<file path="src/rtl/coolgirl_pkg.sv">
// Shared multicart definitions: famiclone detector state encoding and
// synchroniser / settle depths.
package coolgirl_pkg;

    typedef enum logic [1:0] {
        INIT,
        SETTLE,
        SAMPLE,
        DONE
    } fcd_state_t;

    localparam int unsigned FCD_SYNC_STAGES   = 2;
    localparam int unsigned FCD_SETTLE_CYCLES = 2;

endpackage

</file>
<file path="src/rtl/famiclone_detector_sync2.sv">
// sync2: parametrised-width multi-flop synchroniser for asynchronous PPU pins.
module sync2
    import coolgirl_pkg::*;
#(
    parameter int unsigned WIDTH = 1
) (
    input  logic             clk,
    input  logic [WIDTH-1:0] d,
    output logic [WIDTH-1:0] q
);

    logic [WIDTH-1:0] stage_q [FCD_SYNC_STAGES];

    // Shift the raw pin levels through the synchroniser chain.
    always_ff @(posedge clk) begin
        stage_q[0] <= d;
        for (int unsigned i = 1; i < FCD_SYNC_STAGES; i++) begin
            stage_q[i] <= stage_q[i-1];
        end
    end

    assign q = stage_q[FCD_SYNC_STAGES-1];

endmodule

</file>
<file path="src/rtl/famiclone_detector.sv">
// famiclone_detector: power-on detection of new famiclones that drive PPU /A13
// inconsistently with A13. Grounds CIRAM /CE and /A13 during INIT, then
// samples qualified PPU reads and latches a verdict.
// Optional feature macro: FAMICLONE_DETECT_REARM_EN (rearm in DONE restarts).
module famiclone_detector
    import coolgirl_pkg::*;
#(
    parameter int unsigned INIT_CYCLES     = 15,
    parameter int unsigned SAMPLES_LO      = 3,
    parameter int unsigned SAMPLES_HI      = 3,
    parameter int unsigned MISMATCH_THRESH = 2,
    parameter int unsigned TIMEOUT_CYCLES  = 4096
) (
    input  logic m2,
    input  logic rst,
    input  logic ppu_rd_in,
    input  logic ppu_a13_in,
    input  logic ppu_not_a13_in,
    input  logic rearm,
    output logic hold_low,
    output logic done,
    output logic new_dendy,
    output logic timed_out
);

    localparam int unsigned INIT_W   = $clog2(INIT_CYCLES + 1);
    localparam int unsigned SETTLE_W = $clog2(FCD_SETTLE_CYCLES + 1);
    localparam int unsigned LO_W     = $clog2(SAMPLES_LO + 1);
    localparam int unsigned HI_W     = $clog2(SAMPLES_HI + 1);
    localparam int unsigned MIS_W    = $clog2(MISMATCH_THRESH + 1);
    localparam int unsigned TO_W     = $clog2(TIMEOUT_CYCLES + 1);

    localparam logic [INIT_W-1:0]   INIT_LOAD   = INIT_W'(INIT_CYCLES);
    localparam logic [INIT_W-1:0]   INIT_ONE    = INIT_W'(1);
    localparam logic [SETTLE_W-1:0] SETTLE_LAST = SETTLE_W'(FCD_SETTLE_CYCLES - 1);
    localparam logic [LO_W-1:0]     LO_MAX      = LO_W'(SAMPLES_LO);
    localparam logic [HI_W-1:0]     HI_MAX      = HI_W'(SAMPLES_HI);
    localparam logic [MIS_W-1:0]    MIS_MAX     = MIS_W'(MISMATCH_THRESH);
    localparam logic [TO_W-1:0]     TO_LAST     = TO_W'(TIMEOUT_CYCLES - 1);

    fcd_state_t          state_q, state_d;
    logic [INIT_W-1:0]   init_cnt_q, init_cnt_d;
    logic [SETTLE_W-1:0] settle_cnt_q, settle_cnt_d;
    logic [LO_W-1:0]     lo_cnt_q, lo_cnt_d;
    logic [HI_W-1:0]     hi_cnt_q, hi_cnt_d;
    logic [MIS_W-1:0]    mis_run_q, mis_run_d;
    logic [TO_W-1:0]     to_cnt_q, to_cnt_d;
    logic                done_q, done_d;
    logic                new_dendy_q, new_dendy_d;
    logic                timed_out_q, timed_out_d;
    logic                rd_prev_q, rd_prev_d;

    logic [2:0] sync_w;
    logic       rd_s, a13_s, not_a13_s, qual_rd;

    sync2 #(.WIDTH(3)) u_sync (
        .clk (m2),
        .d   ({ppu_rd_in, ppu_a13_in, ppu_not_a13_in}),
        .q   (sync_w)
    );

    assign rd_s      = sync_w[2];
    assign a13_s     = sync_w[1];
    assign not_a13_s = sync_w[0];
    assign qual_rd   = !rd_s && !rd_prev_q;

`ifndef FAMICLONE_DETECT_REARM_EN
    logic unused_rearm;
    assign unused_rearm = rearm;
`endif

    // Next-state, counter and verdict logic for the detection sequence.
    always_comb begin
        state_d      = state_q;
        init_cnt_d   = init_cnt_q;
        settle_cnt_d = settle_cnt_q;
        lo_cnt_d     = lo_cnt_q;
        hi_cnt_d     = hi_cnt_q;
        mis_run_d    = mis_run_q;
        to_cnt_d     = to_cnt_q;
        done_d       = done_q;
        new_dendy_d  = new_dendy_q;
        timed_out_d  = timed_out_q;
        rd_prev_d    = rd_s;

        unique case (state_q)
            INIT: begin
                init_cnt_d = init_cnt_q - 1'b1;
                if (init_cnt_q == INIT_ONE) begin
                    state_d      = SETTLE;
                    settle_cnt_d = '0;
                end
            end
            SETTLE: begin
                if (settle_cnt_q == SETTLE_LAST) begin
                    state_d  = SAMPLE;
                    lo_cnt_d = '0;
                    hi_cnt_d = '0;
                    mis_run_d = '0;
                    to_cnt_d = '0;
                end else begin
                    settle_cnt_d = settle_cnt_q + 1'b1;
                end
            end
            SAMPLE: begin
                if (qual_rd) begin
                    if (!a13_s && lo_cnt_q != LO_MAX) lo_cnt_d = lo_cnt_q + 1'b1;
                    if (a13_s && hi_cnt_q != HI_MAX)  hi_cnt_d = hi_cnt_q + 1'b1;
                    if (not_a13_s == a13_s) begin
                        if (mis_run_q != MIS_MAX) mis_run_d = mis_run_q + 1'b1;
                    end else begin
                        mis_run_d = '0;
                    end
                end
                // Decisions use this cycle's updated counts so a verdict lands
                // on the same edge as the deciding read.
                if (mis_run_d == MIS_MAX) begin
                    state_d     = DONE;
                    done_d      = 1'b1;
                    new_dendy_d = 1'b1;
                end else if (lo_cnt_d == LO_MAX && hi_cnt_d == HI_MAX) begin
                    state_d     = DONE;
                    done_d      = 1'b1;
                    new_dendy_d = 1'b0;
                end else if (to_cnt_q == TO_LAST) begin
                    state_d     = DONE;
                    done_d      = 1'b1;
                    new_dendy_d = 1'b0;
                    timed_out_d = 1'b1;
                end else begin
                    to_cnt_d = to_cnt_q + 1'b1;
                end
            end
            DONE: begin
`ifdef FAMICLONE_DETECT_REARM_EN
                if (rearm) begin
                    state_d      = INIT;
                    init_cnt_d   = INIT_LOAD;
                    settle_cnt_d = '0;
                    lo_cnt_d     = '0;
                    hi_cnt_d     = '0;
                    mis_run_d    = '0;
                    to_cnt_d     = '0;
                    done_d       = 1'b0;
                    new_dendy_d  = 1'b0;
                    timed_out_d  = 1'b0;
                end
`endif
            end
        endcase
    end

    // State and counter registers with synchronous active-high reset.
    always_ff @(posedge m2) begin
        if (rst) begin
            state_q      <= INIT;
            init_cnt_q   <= INIT_LOAD;
            settle_cnt_q <= '0;
            lo_cnt_q     <= '0;
            hi_cnt_q     <= '0;
            mis_run_q    <= '0;
            to_cnt_q     <= '0;
            done_q       <= 1'b0;
            new_dendy_q  <= 1'b0;
            timed_out_q  <= 1'b0;
            rd_prev_q    <= 1'b1;
        end else begin
            state_q      <= state_d;
            init_cnt_q   <= init_cnt_d;
            settle_cnt_q <= settle_cnt_d;
            lo_cnt_q     <= lo_cnt_d;
            hi_cnt_q     <= hi_cnt_d;
            mis_run_q    <= mis_run_d;
            to_cnt_q     <= to_cnt_d;
            done_q       <= done_d;
            new_dendy_q  <= new_dendy_d;
            timed_out_q  <= timed_out_d;
            rd_prev_q    <= rd_prev_d;
        end
    end

    assign hold_low  = (state_q == INIT);
    assign done      = done_q;
    assign new_dendy = new_dendy_q;
    assign timed_out = timed_out_q;

endmodule

</file>
<file path="config.mk">
export PLATFORM = sky130hd
export DESIGN_NAME = famiclone_detector
export DESIGN_NICKNAME = d
export VERILOG_FILES = /design/src/rtl/coolgirl_pkg.sv /design/src/rtl/famiclone_detector_sync2.sv /design/src/rtl/famiclone_detector.sv
export SDC_FILE = /design/constraint.sdc
export NUM_CORES = 1
export LEC_CHECK = 0
export CAP_MARGIN = 25
export CORE_ASPECT_RATIO = 1.4
export CORE_MARGIN = 4
export CORE_UTILIZATION = 53
export CTS_CLUSTER_DIAMETER = 30
export DETAILED_ROUTE_END_ITERATION = 8
export PLACE_DENSITY = 0.78
export SETUP_SLACK_MARGIN = 0.5
export SLEW_MARGIN = 0
export SYNTH_ARGS = -nofsm -noshare
export SYNTH_HDL_FRONTEND = slang
export SYNTH_HIERARCHICAL = 1
export SYNTH_SLANG_ARGS = --single-unit
</file>
<file path="constraint.sdc">
create_clock -name m2 -period 1.9 [get_ports m2]
set_input_delay 0.57 -clock m2 [delete_from_list [all_inputs] [get_ports m2]]
set_output_delay 0.57 -clock m2 [all_outputs]
set_load 0.02 [all_outputs]
</file>
Yosys cells after proc, flatten, opt, wreduce, memory -nomap -nowiden
Memory sizes are Yosys's and may differ from the RTL's. Cells that the tools add are included.

Add/subtract/negate cells: 6. Eq/ne operators: 19. Muxes and demuxes: 34. Bitwise operators: 2. Reduce and logical (&&, ||, !) cells: 18.

Operator list (count): $mux 13 (4); $mux 2 (18); $pmux 13 s2 (1); $ne 2x2->1 const B (8); $pmux 2 s2 (4); $add 13x1->13 const B (1); $eq 13x12->1 const B (1); $add 2x1->2 const B (4); $eq 2x2->1 const B (4); $reduce_and 4->1 (2); $mux 1 (6); $pmux 2 s3 (1); $reduce_bool 3->1 (2); $reduce_and 5->1 (1); $eq 2x1->1 const B (2); $eq 4x1->1 const B (1); $logic_and 1x1->1 (4); $ne 4x4->1 const B (1); $reduce_and 2->1 (2); $reduce_bool 2->1 (2); $sub 4x1->4 const B (1); $logic_not 1->1 (3); $reduce_and 3->1 (1); $logic_not 2->1 (1); other kinds (3) (4).

Register bits: 31. Memory bits (writable): 6. Output and inout bits: 4. Memories: 1.

Memories: u_sync.stage_q (depth 2, width 3, rd ports 2, clocked after Yosys merged registers in 0, write ports 2, line famiclone_detector_sync2.sv:12) `logic [WIDTH-1:0] stage_q [FCD_SYNC_STAGES];`.

Logic depth before layout (Yosys ltp)
Depth in word-level cells: 10. Mapped depth: 9.

By module
The synthesis kept the hierarchy.

By module, submodules not included: famiclone_detector (times used 1, cells an instance 209, area each 1830.5 µm²); sync2 (times used 1, cells an instance 9, area each 142.6 µm²).

Worst setup path after synthesis
Ideal clock, no wire load.

Path kind: reg2reg. Start: register lo_cnt_q[0]. End: register state_q[0]. Setup time: 0.121 ns. Arrival time: 1.880 ns. Required time: 1.779 ns. Path slack: -0.102 ns. Cell stages (with the launch flop): 7. Clock period less this slack: 2.002 ns. Path through: dfxtp_1 -> ha_1 -> nor4_4 -> mux2_4 -> o211ai_4 -> o311a_2 -> mux2_4.

Cells in the longest elaborated chain, start to end: 10. Elaborated cells between the ends (all ways): 13. Classes of those cells: add/sub (1); eq/ne (3); mux (6); reduce/logical (3).

Ends and longest elaborated chain: from (decl) (line famiclone_detector.sv:44) `logic [LO_W-1:0] lo_cnt_q, lo_cnt_d;`; from (signal assigned) (line famiclone_detector.sv:171) `lo_cnt_q <= lo_cnt_d;`; parallel branches: the longest is 3 deep, another holds $add 2x1->2; $mux 2 * (line famiclone_detector.sv:106) `if (qual_rd) begin`; $mux 2 * (line famiclone_detector.sv:86) `unique case (state_q)`; $eq 2x2->1 * (line famiclone_detector.sv:121) `end else if (lo_cnt_d == LO_MAX && hi_cnt_d == HI_MAX) begin`; $logic_and 1x1->1 * (line famiclone_detector.sv:121); $mux 2 (line famiclone_detector.sv:121); $mux 2 (line famiclone_detector.sv:117) `if (mis_run_d == MIS_MAX) begin`; $pmux 2 s3 (line famiclone_detector.sv:86); to (signal assigned) (line famiclone_detector.sv:168) `state_q <= state_d;`; to (decl) (line famiclone_detector.sv:41) `fcd_state_t state_q, state_d;`.

Every way passes the cells marked *. The select of a mux whose other input is x is not followed. A chain may end at the register's enable or synchronous reset.

Worst setup path after layout
Ends and elaborated chain as after synthesis.

==> impl_metrics.csv <==
group,metric,value,unit
place,place_inst,296,
sta,whs,0.340,ns
synth,ys_ff_latch,37,
detailed_routing,antenna_left,0,
cts,cts_tree,"yes",
die,core_area,0.00361,mm^2
layout,postLayoutCellArea,0.00282,mm^2
synth,synth_edf_count,0,
synth,yosysSeqAreaShare,37.5,%
layout,area_growth,42.7,%
outcome,status,"finished with violations",
worst_setup_path,path_cells,"ha_4 > or2b_4 > mux2_4 > o211ai_4 > o311a_4 > mux2_4",
die,start_util,54.6,%
detailed_routing,first_iter_violations,126,
global_routing,grt_pass1_wl,8.31,mm
sta,finalCriticalPeriod,2.02,ns
pwr,vdd_drop_max,0.000854,V
detailed_routing,first_pass_iters,4,
global_routing,grt_max_degree,16,
worst_setup_path,end_kind,"flip-flop",
cts,cts_buffers,5,
place,dpl.hpwl,3.30,mm
worst_setup_path,crit_family,"multiplexers",
place,post_dp_cell_area,0.00240,mm^2
layout,final_nets,288,
layout,drive_gt1_share,41.3,%
detailed_routing,drcViolationCount,0,
synth,syn_avg_cell_area,9.05,um^2
synth,yosysWarnings,6,
detailed_routing,routedWlPerCell,17.6,um
global_routing,antenna_found_initial,0,
worst_setup_path,cp_slowest_cell,"dfxtp_2",
global_routing,first_global_vias,1852,
place,portBuffers,8,
worst_setup_path,slowest_delay,0.35,ns
die,die_w,59.6,um
layout,layout.cells.non_filler,313,
sta,drv_slew,0,
worst_setup_path,critPathKind,"flip-flop to flip-flop",
layout,layout.cells.most_common_list,"33 x buf_4, 30 x dfxtp_1, 20 x nand2_1",
worst_setup_path,rrSetupSlack,-0.12,ns
global_routing,grt_usage,23.1,%
synth,ys_types,51,
place,place_congestion,0.866,
sta,worst_pin_slew,0.516,ns
worst_setup_path,crit_fanout,3,
worst_setup_path,critPathLaunchType,"flip-flop",
sta,skew,0.00344,ns
synth,syn_nets,236,
synth,ys.flop_type,"dfxtp_1",
pwr,p_per_area,803,mW/mm^2
die,die_area,0.00478,mm^2
detailed_routing,via_per_inst,5.95,
cts,clk_pin_slew,0.08,ns
sta,rsz0062_at_grt,"yes",
sta,setup_viol,8,
flow_run,max_cap_viol_count,0,
global_routing,overflow,0,
sta,clock.fmax,496,MHz
synth,syn_inst,218,
pwr,power.leakage,1.05,nW
sta,slew_headroom,65.5,%
cts,htree_levels,2,
synth,synth_area,0.00197,mm^2
synth,async_flop_share,0,%
die,std_cell_rows,26,
layout,final_common_cell,"buf_4",
die,die_h,80.2,um
worst_setup_path,critPathBufInv,0,
worst_setup_path,crit_required,2.08,ns
sta,fin_crit_sh,106,%
die,ioPinCount,10,
sta,setup_ws,-0.117,ns
cts,clock_sinks,37,
detailed_routing,routed-via-count,1863,
worst_setup_path,arrival,2.20,ns
outcome,violations,"negative setup slack",
layout,num_antenna_cells,0,
detailed_routing,drt_wl_total,5.50,mm
hold_path,hp-class,"flip-flop to flip-flop",
sta,hold_viol,0,
cts,insertion_delay,0.30,ns
cts,cts_buffer_depth,2,
worst_setup_path,crit_top_cell,"mux2_4",
cts,cts_root_buf,"clkbuf_8",
[synthesized netlist by cell type (2+ instances only)]
cell type / count / area share, %
a21boi_1: 4 / 1.5
a21oi_1: 8 / 2.0
a31oi_1: 2 / 0.63
a32oi_1: 2 / 0.89
buf_4: 3 / 1.1
clkbuf_1: 4 / 0.76
dfxtp_1: 37 / 38
ha_1: 12 / 7.6
inv_1: 14 / 2.7
mux2_4: 3 / 2.3
mux2i_1: 4 / 2.0
nand2_1: 21 / 4.0
nand2b_1: 3 / 0.95
nand3_1: 12 / 3.0
nand4_1: 4 / 1.3
nor2_1: 19 / 3.6
nor2b_1: 3 / 0.95
nor3b_1: 2 / 0.76
o211a_1: 2 / 1.0
o211ai_1: 6 / 2.3
o21a_1: 2 / 0.76
o21ai_0: 7 / 1.8
o31ai_1: 3 / 1.1
or2_2: 4 / 1.3
or3_1: 6 / 1.9
or4_1: 5 / 1.9
xnor2_1: 2 / 0.89
[timing repair]
| item | 4_1_cts | 5_1_grt |
|---|---|---|
| resized for setup | 48 | 26 |
| hold buffers | 0 | 0 |
| pin swaps | 10 | 11 |
| setup endpoints to repair | 31 | 28 |
| buffers inserted | 6 | 3 |
[per-layer routing]
metal	track usage (%)	up-vias	routed length (um)	part of all wire, %
met5	0	-	0	0
met4	12.6	0	219	4.0
met3	5.14	23	167	3.0
met2	42.5	41	3000	55
met1	23.0	918	2110	38
li1	-	881	-	-
[flip-flops by register name, indices dropped and copies added, names as in the netlist]
name	flops
mis_run_q	2
lo_cnt_q	2
new_dendy	1
timed_out	1
settle_cnt_q	2
u_sync/stage_q	6
hi_cnt_q	2
done	1
init_cnt_q	4
state_q	2
rd_prev_q	1
to_cnt_q	13
[cell type report]
class | count | area, um^2
clock buffers | 5 | 68.8
clock inverters | 3 | 65.1
fillers | 220 | 796
inverters | 15 | 62.6
multi-input cells | 157 | 1340
flip-flops and latches | 37 | 757
well taps | 42 | 52.6
repair buffers | 54 | 470
[kinds of logic after synthesis]
kind of cell	share of synthesized area, %
adders and majority gates	7.61
xor gates and xnor gates	1.33
muxes	4.88
AOI/OAI and AO/OA	17.8
buffers and inverters	6.09
and+or+nand+nor	24.7
DFF	37.5
[path summary, 6_finish.rpt]
kind / startpoint / end / depth (start not counted)
max: lo_cnt_q[0]$_SDFFE_PP0P_ / state_q[0]$_SDFFE_PP0P_ / 6
min: u_sync/stage_q[0][2]$_DFF_P_ / u_sync/stage_q[0][5]$_DFF_P_ / 0
max reg2reg: lo_cnt_q[0]$_SDFFE_PP0P_ / state_q[0]$_SDFFE_PP0P_ / 6
min reg2reg: u_sync/stage_q[0][2]$_DFF_P_ / u_sync/stage_q[0][5]$_DFF_P_ / 0
[worst register-to-register path: cells and delay by family, from the launching register on]
family / cells / cell delay, ns
AO/OA/AOI/OAI: 2 / 0.44
AND/OR/NAND/NOR: 1 / 0.25
flip-flops: 1 / 0.35
adder cells (fa/ha/maj): 1 / 0.27
multiplexers: 2 / 0.60
[power by group]
part / switching (mW) / total (mW) / leakage, nW / internal [mW]
logic: 0.248 / 0.545 / 0.671 / 0.297
clock network: 0.304 / 0.826 / 0.0681 / 0.522
registers: 0.0717 / 0.889 / 0.306 / 0.818
total: 0.624 / 2.26 / 1.05 / 1.64
[through the flow]
stage               TNS [ns]  utilization (%)  setup WS [ns]  total power, mW
floorplan            -0.0355                -        -0.0355             1.11
global placement       -1.44             66.6         -0.256             1.24
detailed placement     -1.57             66.6         -0.258             1.26
CTS                   -0.256             74.2        -0.0586             2.14
global route           -1.41             78.0         -0.159             2.36
finish                -0.409             78.0         -0.117             2.26
Power figures use the tool's default switching activity.
